[src/rtl/count_decoder.sv]
// count_decoder: recovers hold/up/down/load ops from an observed counter bus and tracks lock.
// Optional HOLD_TIMEOUT_EN adds a stall flag raised after HOLD_LIMIT consecutive HOLD decodes.
module count_decoder #(
   parameter int WIDTH      = 4,
   parameter int JUMP_LIMIT = 3,
   parameter int LOCK_RUN   = 4,
   parameter int HOLD_LIMIT = 16
) (
   input  logic             clk,
   input  logic             rst_n,
   input  logic             in_valid,
   input  logic [WIDTH-1:0] count_in,
   output logic             op_valid,
   output logic [1:0]       op,
   output logic [WIDTH-1:0] load_val,
   output logic             locked,
   output logic [7:0]       jump_cnt
`ifdef HOLD_TIMEOUT_EN
   ,
   output logic             stall
`endif
);
   typedef enum logic [1:0] {SYNC, TRACK, LOST} state_t;
   localparam logic [1:0] OP_HOLD = 2'b00, OP_UP = 2'b01, OP_DOWN = 2'b10, OP_JUMP = 2'b11;
   localparam logic [7:0] JL = 8'(JUMP_LIMIT);
   localparam logic [7:0] LR = 8'(LOCK_RUN);

   if (WIDTH < 2 || JUMP_LIMIT < 1 || LOCK_RUN < 1 || HOLD_LIMIT < 1) begin : g_bad_param
      $error("count_decoder: illegal parameter value");
   end

   state_t           r_state;
   logic [WIDTH-1:0] r_prev;
   logic [7:0]       r_jrun;
   logic [7:0]       r_nrun;
   logic             w_dec;
   logic             w_jump;
   logic [1:0]       w_op;
   logic [WIDTH-1:0] w_inc;
   logic [WIDTH-1:0] w_decr;
   logic [7:0]       w_jrun_n;
   logic [7:0]       w_nrun_n;

   // Modulo arithmetic makes wrap-around steps decode as UP/DOWN.
   assign w_inc    = r_prev + WIDTH'(1);
   assign w_decr   = r_prev - WIDTH'(1);
   assign w_dec    = in_valid && r_state != SYNC;
   assign w_op     = (count_in == r_prev) ? OP_HOLD :
                     (count_in == w_inc)  ? OP_UP   :
                     (count_in == w_decr) ? OP_DOWN : OP_JUMP;
   assign w_jump   = w_op == OP_JUMP;
   assign w_jrun_n = !w_jump ? 8'd0 : (r_jrun >= JL) ? r_jrun : r_jrun + 8'd1;
   assign w_nrun_n = w_jump ? 8'd0 : (r_nrun >= LR) ? r_nrun : r_nrun + 8'd1;

   always_ff @(posedge clk or negedge rst_n) begin
      if (!rst_n) begin
         r_state  <= SYNC;
         r_prev   <= '0;
         r_jrun   <= '0;
         r_nrun   <= '0;
         op_valid <= 1'b0;
         op       <= OP_HOLD;
         load_val <= '0;
         locked   <= 1'b0;
         jump_cnt <= '0;
      end else begin
         op_valid <= w_dec;
         if (in_valid) begin
            r_prev <= count_in;
            if (r_state == SYNC) begin
               r_state <= TRACK;
               locked  <= 1'b1;
            end else begin
               op     <= w_op;
               r_jrun <= w_jrun_n;
               if (w_jump) begin
                  load_val <= count_in;
                  if (jump_cnt != 8'hFF) jump_cnt <= jump_cnt + 8'd1;
               end
               if (r_state == TRACK && w_jrun_n >= JL) begin
                  r_state <= LOST;
                  locked  <= 1'b0;
                  r_nrun  <= '0;
               end else if (r_state == LOST && w_nrun_n >= LR) begin
                  r_state <= TRACK;
                  locked  <= 1'b1;
                  r_nrun  <= '0;
               end else begin
                  r_nrun <= (r_state == LOST) ? w_nrun_n : 8'd0;
               end
            end
         end
      end
   end

`ifdef HOLD_TIMEOUT_EN
   localparam int HW = $clog2(HOLD_LIMIT + 1);
   localparam logic [HW-1:0] HL = HW'(HOLD_LIMIT);
   logic [HW-1:0] r_hrun;
   logic [HW-1:0] w_hrun_n;

   assign w_hrun_n = (w_op != OP_HOLD) ? '0 : (r_hrun == HL) ? r_hrun : r_hrun + HW'(1);

   always_ff @(posedge clk or negedge rst_n) begin
      if (!rst_n) begin
         r_hrun <= '0;
         stall  <= 1'b0;
      end else if (w_dec) begin
         r_hrun <= w_hrun_n;
         stall  <= w_hrun_n == HL;
      end
   end
`endif
endmodule

[config.mk]
export PLATFORM = sky130hd
export DESIGN_NAME = count_decoder
export DESIGN_NICKNAME = d
export VERILOG_FILES = /design/src/rtl/count_decoder.sv
export SDC_FILE = /design/constraint.sdc
export NUM_CORES = 1
export LEC_CHECK = 0
export ABC_AREA = 1
export BUFFER_PORTS_ARGS = -buffer_cell sky130_fd_sc_hd__buf_2
export CAP_MARGIN = 20
export CORE_UTILIZATION = 45
export CTS_BUF_LIST = sky130_fd_sc_hd__clkbuf_4 sky130_fd_sc_hd__clkbuf_8 sky130_fd_sc_hd__clkbuf_16
export DETAILED_ROUTE_END_ITERATION = 6
export GPL_TIMING_DRIVEN = 1
export PLACE_DENSITY = 0.73
export SYNTH_ARGS = -nofsm -noshare
export SYNTH_HDL_FRONTEND = slang
export SYNTH_SLANG_ARGS = --single-unit
[constraint.sdc]
create_clock -name clk -period 2.2 [get_ports clk]
set_input_delay 0.44 -clock clk [delete_from_list [all_inputs] [get_ports clk]]
set_output_delay 0.44 -clock clk [all_outputs]
set_load 0.005 [all_outputs]
# Word-level counts from Yosys, hierarchy flattened
# Cells that the tools add are included.
totals:
  out_inout_bits: 16
  wordCells: 52
  regBits: 38
classes:
  addsub: 5
  eq_ne: 7
  order_cmp: 4
  n_mux: 16
  n_bitwise: 1
  n_reduce_logical: 10
op_table:
  columns: ["op", "count"]
  rows:
  - ["8-bit 2-to-1 mux", 7]
  - ["8-bit by 1-bit adder with 8-bit output, second input constant", 3]
  - ["8-bit by 2-bit greater-or-equal comparator with 1-bit output, second input constant", 2]
  - ["8-bit by 3-bit greater-or-equal comparator with 1-bit output, second input constant", 2]
  - ["4-bit == test", 3]
  - ["2-bit 2-to-1 mux", 5]
  - ["8-bit inequality test, second input constant", 1]
  - ["4-bit by 1-bit adder with 4-bit output, second input constant", 1]
  - ["2-bit == test, second input constant", 2]
  - ["1-bit 2-to-1 mux", 4]
  - ["2-bit AND reduction", 2]
  - ["4-bit AND reduction", 1]
  - ["4-bit by 1-bit subtractor with 4-bit output, second input constant", 1]
  - ["1-bit logical AND", 3]
  - ["3-bit AND reduction", 1]
  - ["3-bit nonzero test", 1]
  - ["2-bit by 1-bit == test with 1-bit output, second input constant", 1]
  - ["2-bit zero test", 1]
  - ["2-bit nonzero test", 1]
  - ["1-bit inverter", 1]

# Logic depth before layout (Yosys ltp)
# Gate-level depths: netlist of run 1.
logic_depth:
  depth_word: 12
  ltp_mapped: 16
  ltp_nobuf: 16

# Least setup slack after synthesis of run 1
# No wires, ideal clock.
synth_timing:
  path_kind: "register -> register"
  startpoint: "register r_prev[0]"
  endpoint: "register r_state[1]"
  slack_ns: 0.321
  path_stages_with_launch: 17
  t_arrival_ns: 1.762
  period_less_slack_ns: 1.879
  n_path_buf: 0
  setup_ns: 0.117
  path_cell_list: "dfrtp_1 > inv_2 > ha_1 > inv_1 > nand2_1 > nand2_2 > nand2_1 > nor2_1 > nand3_2 > nand3_4 > o21ai_1 > nand2_2 > nand2_2 > nand2_2 > nand2_2 > nand2_1 > nand2_1"
synth_via:
  elab_chain_len: 11
synth_lines:
  columns: ["element", "line_no", "source"]
  rows:
  - ["start: declaration", "33", "logic [WIDTH-1:0] r_prev;"]
  - ["start signal: assignment", "69", "r_prev <= count_in;"]
  - ["4-bit by 1-bit subtractor with 4-bit output", "46", "assign w_decr = r_prev - WIDTH'(1);"]
  - ["4-bit == test", "50", "(count_in == w_decr) ? OP_DOWN : OP_JUMP;"]
  - ["1-bit 2-to-1 mux", "50", null]
  - ["2-bit 2-to-1 mux", "49", "(count_in == w_inc) ? OP_UP :"]
  - ["2-bit 2-to-1 mux (*)", "48", "assign w_op = (count_in == r_prev) ? OP_HOLD :"]
  - ["2-bit == test (*)", "51", "assign w_jump = w_op == OP_JUMP;"]
  - ["8-bit 2-to-1 mux (on tied branches)", "52, 53", null]
  - ["8-bit by 2-bit greater-or-equal comparator with 1-bit output or 8-bit by 3-bit greater-or-equal comparator with 1-bit output (tied branches)", "80, 84", null]
  - ["1-bit logical AND (on tied branches)", "80, 84", null]
  - ["3-bit nonzero test (no source line) or 2-bit 2-to-1 mux (tied branches)", null, null]
  - ["2-bit AND reduction (no source line) or 2-bit 2-to-1 mux (tied branches)", null, null]
  - ["end signal: assignment", "71", "r_state <= TRACK;"]
  - ["end signal: assignment", "81", "r_state <= LOST;"]
  - ["end signal: assignment", "85", "r_state <= TRACK;"]
  - ["end: declaration", "32", "state_t r_state;"]
# Mark *: on every way between the ends. The rest lies on a longest branch, timed or not.
# A chain may end at the register's enable or synchronous reset.

# Worst setup path in the final report of run 1
layout_timing:
  startpoint: "register r_prev[0]"
  endpoint: "register r_state[0]"
# Same word-level chain as after synthesis.

==> results of run 1 <==
==> report_power, final <==
part / switching [mW] / internal [mW]
Clock: 0.242 / 0.213
Sequential: 0.155 / 0.894
Combinational: 0.543 / 0.370
==> routing by layer <==
layer  part of all wire (%)  up-vias  global-route usage [%]  routed length (um)
li1                       -      799                       -                   -
met1                     50      675                    20.6                1770
met2                     46       18                    29.5                1610
met3                    2.5        5                    4.00                  87
met4                    1.8        0                    8.59                  65
met5                      0        -                       0                   0
==> timing repair <==
item	in CTS	in global routing
setup endpoints to repair	0	3
setup buffers	0	2
gates resized for setup	0	4
==> final timing paths <==
path                                              start  cells after the start                       to
worst max-delay path              r_prev[0]$_DFFE_PN0P_                     16   r_state[0]$_DFFE_PN0P_
worst min register to register  load_val[2]$_DFFE_PN0P_                      2  load_val[2]$_DFFE_PN0P_
worst min-delay path                              rst_n                      1  jump_cnt[2]$_DFFE_PN0P_
max in group asynchronous                         rst_n                      2    r_prev[0]$_DFFE_PN0P_
min in group clk                            count_in[3]                      3    r_prev[3]$_DFFE_PN0P_
worst max register to register    r_prev[0]$_DFFE_PN0P_                     16   r_state[0]$_DFFE_PN0P_
==> layout make-up <==
type	count	area [um2]	area share, %
inverter	36	135	5.98
clock buffer	5	68.8	3.04
tap	50	62.6	2.77
sequential	38	952	42.1
timing repair buffer	26	140	6.20
clock inverter	2	10.0	0.443
multi-input combinational	163	892	39.5
==> through the flow <==
step	power [mW]	util, %
after floorplan	1.69	-
after global placement	1.94	52.4
after detailed placement	1.97	52.4
after CTS	2.43	54.3
after global routing	2.63	54.9
final	2.42	54.9
==> critical path: cells and delay by family, from the launching register on <==
| family | cells | cell delay (ps) |
|---|---|---|
| AND/OR/NAND/NOR | 12 | 980 |
| buffers and inverters | 2 | 160 |
| AO/OA/AOI/OAI | 1 | 80 |
| flip-flops | 1 | 440 |
| adder cells (fa/ha/maj) | 1 | 240 |
==> kinds of logic after synthesis <==
family                   count (synthesis)
adder cells (fa/ha/maj)                  6
flip-flops                              38
buffers and inverters                   38
XOR/XNOR                                 9
AND/OR/NAND/NOR                        130
AO/OA/AOI/OAI                           18
==> sequential cells by signal, indices dropped and copies added, names as in the netlist <==
| name | count |
|---|---|
| jump_cnt | 8 |
| load_val | 4 |
| locked | 1 |
| op | 2 |
| op_valid | 1 |
| r_jrun | 8 |
| r_nrun | 8 |
| r_prev | 4 |
| r_state | 2 |
==> layout by cell type (no fill, tap or decap) <==
| master | Yosys | final |
|---|---|---|
| nand2_1 | 58 | 58 |
| dfrtp_1 | 38 | 37 |
| inv_1 | 33 | 33 |
| nor2_1 | 30 | 29 |
| buf_2 | 0 | 22 |
| nand3_1 | 14 | 14 |
| nand2_2 | 11 | 11 |
| o21ai_0 | 11 | 11 |
| ha_1 | 6 | 6 |
| xor2_1 | 5 | 5 |
| clkbuf_8 | 0 | 5 |
| nor2_2 | 3 | 4 |
| nand3_2 | 4 | 4 |
| xnor2_1 | 4 | 4 |
| buf_4 | 0 | 4 |
| inv_2 | 3 | 3 |
| o21ai_2 | 1 | 3 |
| nand4_1 | 3 | 3 |
| o31ai_1 | 2 | 2 |
| nor3_1 | 2 | 2 |
| clkinv_2 | 0 | 2 |
| nand3_4 | 1 | 1 |
| nand3b_1 | 1 | 1 |
| nor2_8 | 1 | 1 |
| nand2_4 | 1 | 1 |
| nor2_4 | 1 | 1 |
| o21bai_1 | 1 | 1 |
| a21o_1 | 1 | 1 |
| dfrtp_2 | 0 | 1 |
==> flow_metrics.tcl, run 1 <==
set metrics [dict create \
    status "finished, final reports clean" \
    syn_nets 252 \
    worst_path_most_repeated_cell "nand2_2" \
    cts_hold_buf 0 \
    cts_root_buffer "clkbuf_8" \
    io_pins 23 \
    cp.arrival_ps 2180 \
    synth_top_area_share_pct 47.9 \
    start_kind "flop" \
    clk_pin_slew_ps 70 \
    vdd_drop_max_v 0.000438 \
    cap_violations 0 \
    hold_class "input pin to asynchronous set/reset pin" \
    crit_chain "inv_2, ha_1, inv_1, nand2_1, nand2_2, nand2_1, nor2_2, nand3_2, nand3_4, o21ai_2, nand2_2, nand2_2, nand2_2, nand2_2, nand2_1, nand2_1" \
    drt_pass1_iterations 4 \
    avgSynthCellArea_um2 8.30 \
    clkLatencyLatePin_ps 290 \
    track_usage_pct 17.4 \
    drive_above_1_share_pct 23.3 \
    hpwlAfterDp_um 2600 \
    setup_slack_ps 204 \
    drc 0 \
    maxSlewViolCount 0 \
    num_vias 1497 \
    endpoint_kind "flop" \
    synth-adder-area-share_pct 3.79 \
    antenna_cells 0 \
    dieWidth_um 68.4 \
    yosys.area_share.simple_pct 31.5 \
    vias_per_cell 4.68 \
    slowest_stage "dfrtp_2" \
    dp_cells 311 \
    finalNetCount 283 \
    dieArea_mm2 0.00468 \
    grt_pass1_vias 1415 \
    worst-r2r-setup-slack_ps 200 \
    cts_made_buffers 5 \
    setup_viol 0 \
    layout_min_cycle_time_ps 2000 \
    cp_max_fo 7 \
    cts_max_level 2 \
    criticalPathCategory "flop to flop" \
    synthFlopType "dfrtp_1" \
    wl_um 3530 \
    required_ps 2380 \
    grt_overflow 0 \
    yosys.area.top_type "dfrtp_1" \
    clkSinkCount 38 \
    place.gp.congestion 0.762 \
    tns_ps 0 \
    layout.cells.non_filler 320 \
    hold_viol_final 0 \
    synth-xor-area-share_pct 3.97 \
    yosysMostFrequentCell "nand2_1" \
    coreArea_mm2 0.00412 \
    synth_common_cells "nand2_1, dfrtp_1, inv_1" \
    p_per_area_mw_per_mm2 1070 \
    holdWs_ps 122 \
    fillers 388 \
    synth_seq_area_share_pct 47.9 \
    portBuffers 22 \
    grt_pass1_wl_um 5890 \
    core.rowCount 23 \
    max_freq_ghz 0.501 \
    antenna_found_initial 0 \
    synth_edf_count 0 \
    synth_compound_area_share_pct 5.24 \
    grt_max_degree 26 \
    tritoncts "built" \
    worstMarginPinSlew_ps 530 \
    synth_mux_area_share_pct 0 \
    drt_iter0_markers 47 \
    synthCells 239 \
    area_growth_pct 14.0 \
    p_leak_nw 1.22 \
    post-route-period-util_pct 90.7 \
    placed_cell_area_mm2 0.00216 \
    syn_area_mm2 0.00198 \
    synth.distinct_cells 27 \
    async_reset_ff_share_pct 100 \
    yosys_warnings 0 \
    routedWlPerCell_um 11.0 \
    critical-path-max-stage-delay_ps 440 \
    die_h_um 68.4 \
    final_area_mm2 0.00226 \
    ys_ff_latch 38 \
    synth_top_family_by_area "simple AND/OR/NAND/NOR gates" \
    initial_utilization_pct 48.2 \
    slew_headroom_pct 64.7 \
    rsz0062_at_grt "false" \
    ant_nets 0 \
    post-place-ws_ps 160 \
    skew_ps 3.96 \
    synth_area_leaders "dfrtp_1, nand2_1, inv_1" \
    clock_path_buffers 2 \
]
Note: power is estimated with default switching activity, not from simulation.
==> run 2: changes to the inputs <==
--- a/config.mk
+++ b/config.mk
@@ -8,11 +8,13 @@
 export ABC_AREA = 1
 export BUFFER_PORTS_ARGS = -buffer_cell sky130_fd_sc_hd__buf_2
 export CAP_MARGIN = 20
-export CORE_UTILIZATION = 45
+export CELL_PAD_IN_SITES_DETAIL_PLACEMENT = 2
+export CELL_PAD_IN_SITES_GLOBAL_PLACEMENT = 2
+export CORE_UTILIZATION = 34
 export CTS_BUF_LIST = sky130_fd_sc_hd__clkbuf_4 sky130_fd_sc_hd__clkbuf_8 sky130_fd_sc_hd__clkbuf_16
 export DETAILED_ROUTE_END_ITERATION = 6
 export GPL_TIMING_DRIVEN = 1
-export PLACE_DENSITY = 0.73
+export PLACE_DENSITY = 0.87
 export SYNTH_ARGS = -nofsm -noshare
 export SYNTH_HDL_FRONTEND = slang
 export SYNTH_SLANG_ARGS = --single-unit
==> flow_metrics.tcl, run 2 (same netlist as run 1, synthesis figures left out) <==
set metrics [dict create \
    status "finished, final reports clean" \
    ant_nets 0 \
    clock_path_buffers 2 \
    initial_utilization_pct 35.6 \
    max_freq_ghz 0.460 \
    cp.arrival_ps 2360 \
    grt_overflow 0 \
    endpoint_kind "flop" \
    critical-path-max-stage-delay_ps 410 \
    core.rowCount 27 \
    clkLatencyLatePin_ps 290 \
    io_pins 23 \
    finalPower_mw 2.69 \
    setup_viol 0 \
    cap_violations 0 \
    dieArea_mm2 0.00614 \
    criticalPathCategory "flop to flop" \
    place.gp.congestion 0.734 \
    crit_chain "inv_1, ha_4, inv_1, nand2_1, nand2_2, nand2_1, nor2_2, nand3_2, buf_4, nand4_1, nor2_1, nor2_2, nand2_4, nand2_2, nand2_1, nand2_1" \
    worstMarginPinSlew_ps 570 \
    required_ps 2390 \
    use_met2_pct 32.7 \
    hold_class "input pin to asynchronous set/reset pin" \
    num_vias 1672 \
    globalRouteMet1Util_pct 20.7 \
    area_growth_pct 19.1 \
    fin_util_pct 42.4 \
    track_usage_pct 18.0 \
    cts_root_buffer "clkbuf_8" \
    skew_ps 2.65 \
    post-route-period-util_pct 98.9 \
    wl_um 5220 \
    setup_slack_ps 24.1 \
    cts_max_level 2 \
    post-place-ws_ps 48.6 \
    antenna_found_initial 0 \
    placed_cell_area_mm2 0.00218 \
    largestRegisters "jump_cnt: 8 flops, r_jrun: 8 flops, r_nrun: 8 flops" \
    finalNetCount 287 \
    tritoncts "built" \
    grt_pass1_vias 1800 \
    cts_made_buffers 5 \
    routedWlPerCell_um 15.0 \
    clkSinkCount 38 \
    grt_use_met3_pct 4.07 \
    p_per_area_mw_per_mm2 1140 \
    slew_headroom_pct 62.0 \
    vdd_drop_max_v 0.000383 \
    drive_above_1_share_pct 24.7 \
    drt_iter0_markers 55 \
    cts_hold_buf 0 \
    worst_path_most_repeated_cell "nand2_1" \
    slowest_stage "dfrtp_1" \
    coreArea_mm2 0.00557 \
    grt_max_degree 39 \
    hpwlAfterDp_um 3670 \
    vias_per_cell 4.82 \
    final_area_mm2 0.00236 \
    layout_min_cycle_time_ps 2180 \
    cp_max_fo 4 \
    clk_pin_slew_ps 80 \
    dieWidth_um 78.4 \
    maxSlewViolCount 0 \
    drc 0 \
    drt_pass1_iterations 4 \
    final_cell_mix "nand2_1, dfrtp_1, inv_1, nor2_1, buf_2" \
    hold_viol_final 0 \
    antenna_cells 0 \
    portBuffers 22 \
    p_leak_nw 1.25 \
    die_h_um 78.4 \
    start_kind "flop" \
    grt_pass1_wl_um 8450 \
    final_common_cell "nand2_1" \
    grt_busiest_layer "met2" \
]
run 2: layout make-up:
| type | count | area, um2 |
|---|---|---|
| Timing Repair Buffer | 30 | 170 |
| Clock buffer | 5 | 68.8 |
| Multi-Input combinational cell | 163 | 907 |
| Clock inverter | 3 | 40.0 |
| Inverter | 36 | 135 |
| Fill cell | 671 | 3210 |
| Tap cell | 72 | 90.1 |
| Sequential cell | 38 | 951 |
run 2: final timing paths:
path | start | end | slack (ps) | cells past startpoint
max in group asynchronous | rst_n | r_prev[0]$_DFFE_PN0P_ | 1660 | 2
min reg2reg | op[0]$_DFFE_PN0P_ | op[0]$_DFFE_PN0P_ | 480 | 2
max reg2reg | r_prev[1]$_DFFE_PN0P_ | r_state[1]$_DFFE_PN0P_ | 20 | 16
max | r_prev[1]$_DFFE_PN0P_ | r_state[1]$_DFFE_PN0P_ | 20 | 16
min | rst_n | jump_cnt[4]$_DFFE_PN0P_ | 190 | 2
min in group clk | count_in[3] | r_prev[3]$_DFFE_PN0P_ | 380 | 3
run 2: metrics by stage:
| step | instances | hold slack [ps] | setup TNS, ps |
|---|---|---|---|
| after floorplan | 239 | 144 | 0 |
| after global placement | 332 | 461 | 0 |
| after detailed placement | 332 | 466 | 0 |
| after CTS | 340 | 212 | 0 |
| after global routing | 347 | 227 | -312 |
| final | 347 | 194 | 0 |
run 2: layer usage:
layer  wire length (um)  up-vias
met5                  0        -
met4                 99        0
met3                140       10
met2               2780       21
met1               2200      832
li1                   -      809
run 2: report_power, final:
group / total (mW) / switching, mW / internal (mW) / leakage [nW]
sequential: 1.06 / 0.163 / 0.893 / 0.488
clock: 0.587 / 0.253 / 0.334 / 0.0579
combinational: 1.05 / 0.650 / 0.400 / 0.709
total: 2.69 / 1.07 / 1.63 / 1.25
run 2: worst max-delay path: cells and delay by family (launching register included):
kind | cells | cell delay (ps)
adders and majority gates | 1 | 280
buffers and inverters | 3 | 270
DFF | 1 | 410
and+or+nand+nor | 12 | 1100
run 2: timing repair:
item,in CTS,in global routing
endpoints found under the setup margin,0,7
resized for setup,0,5
buffers inserted,0,7
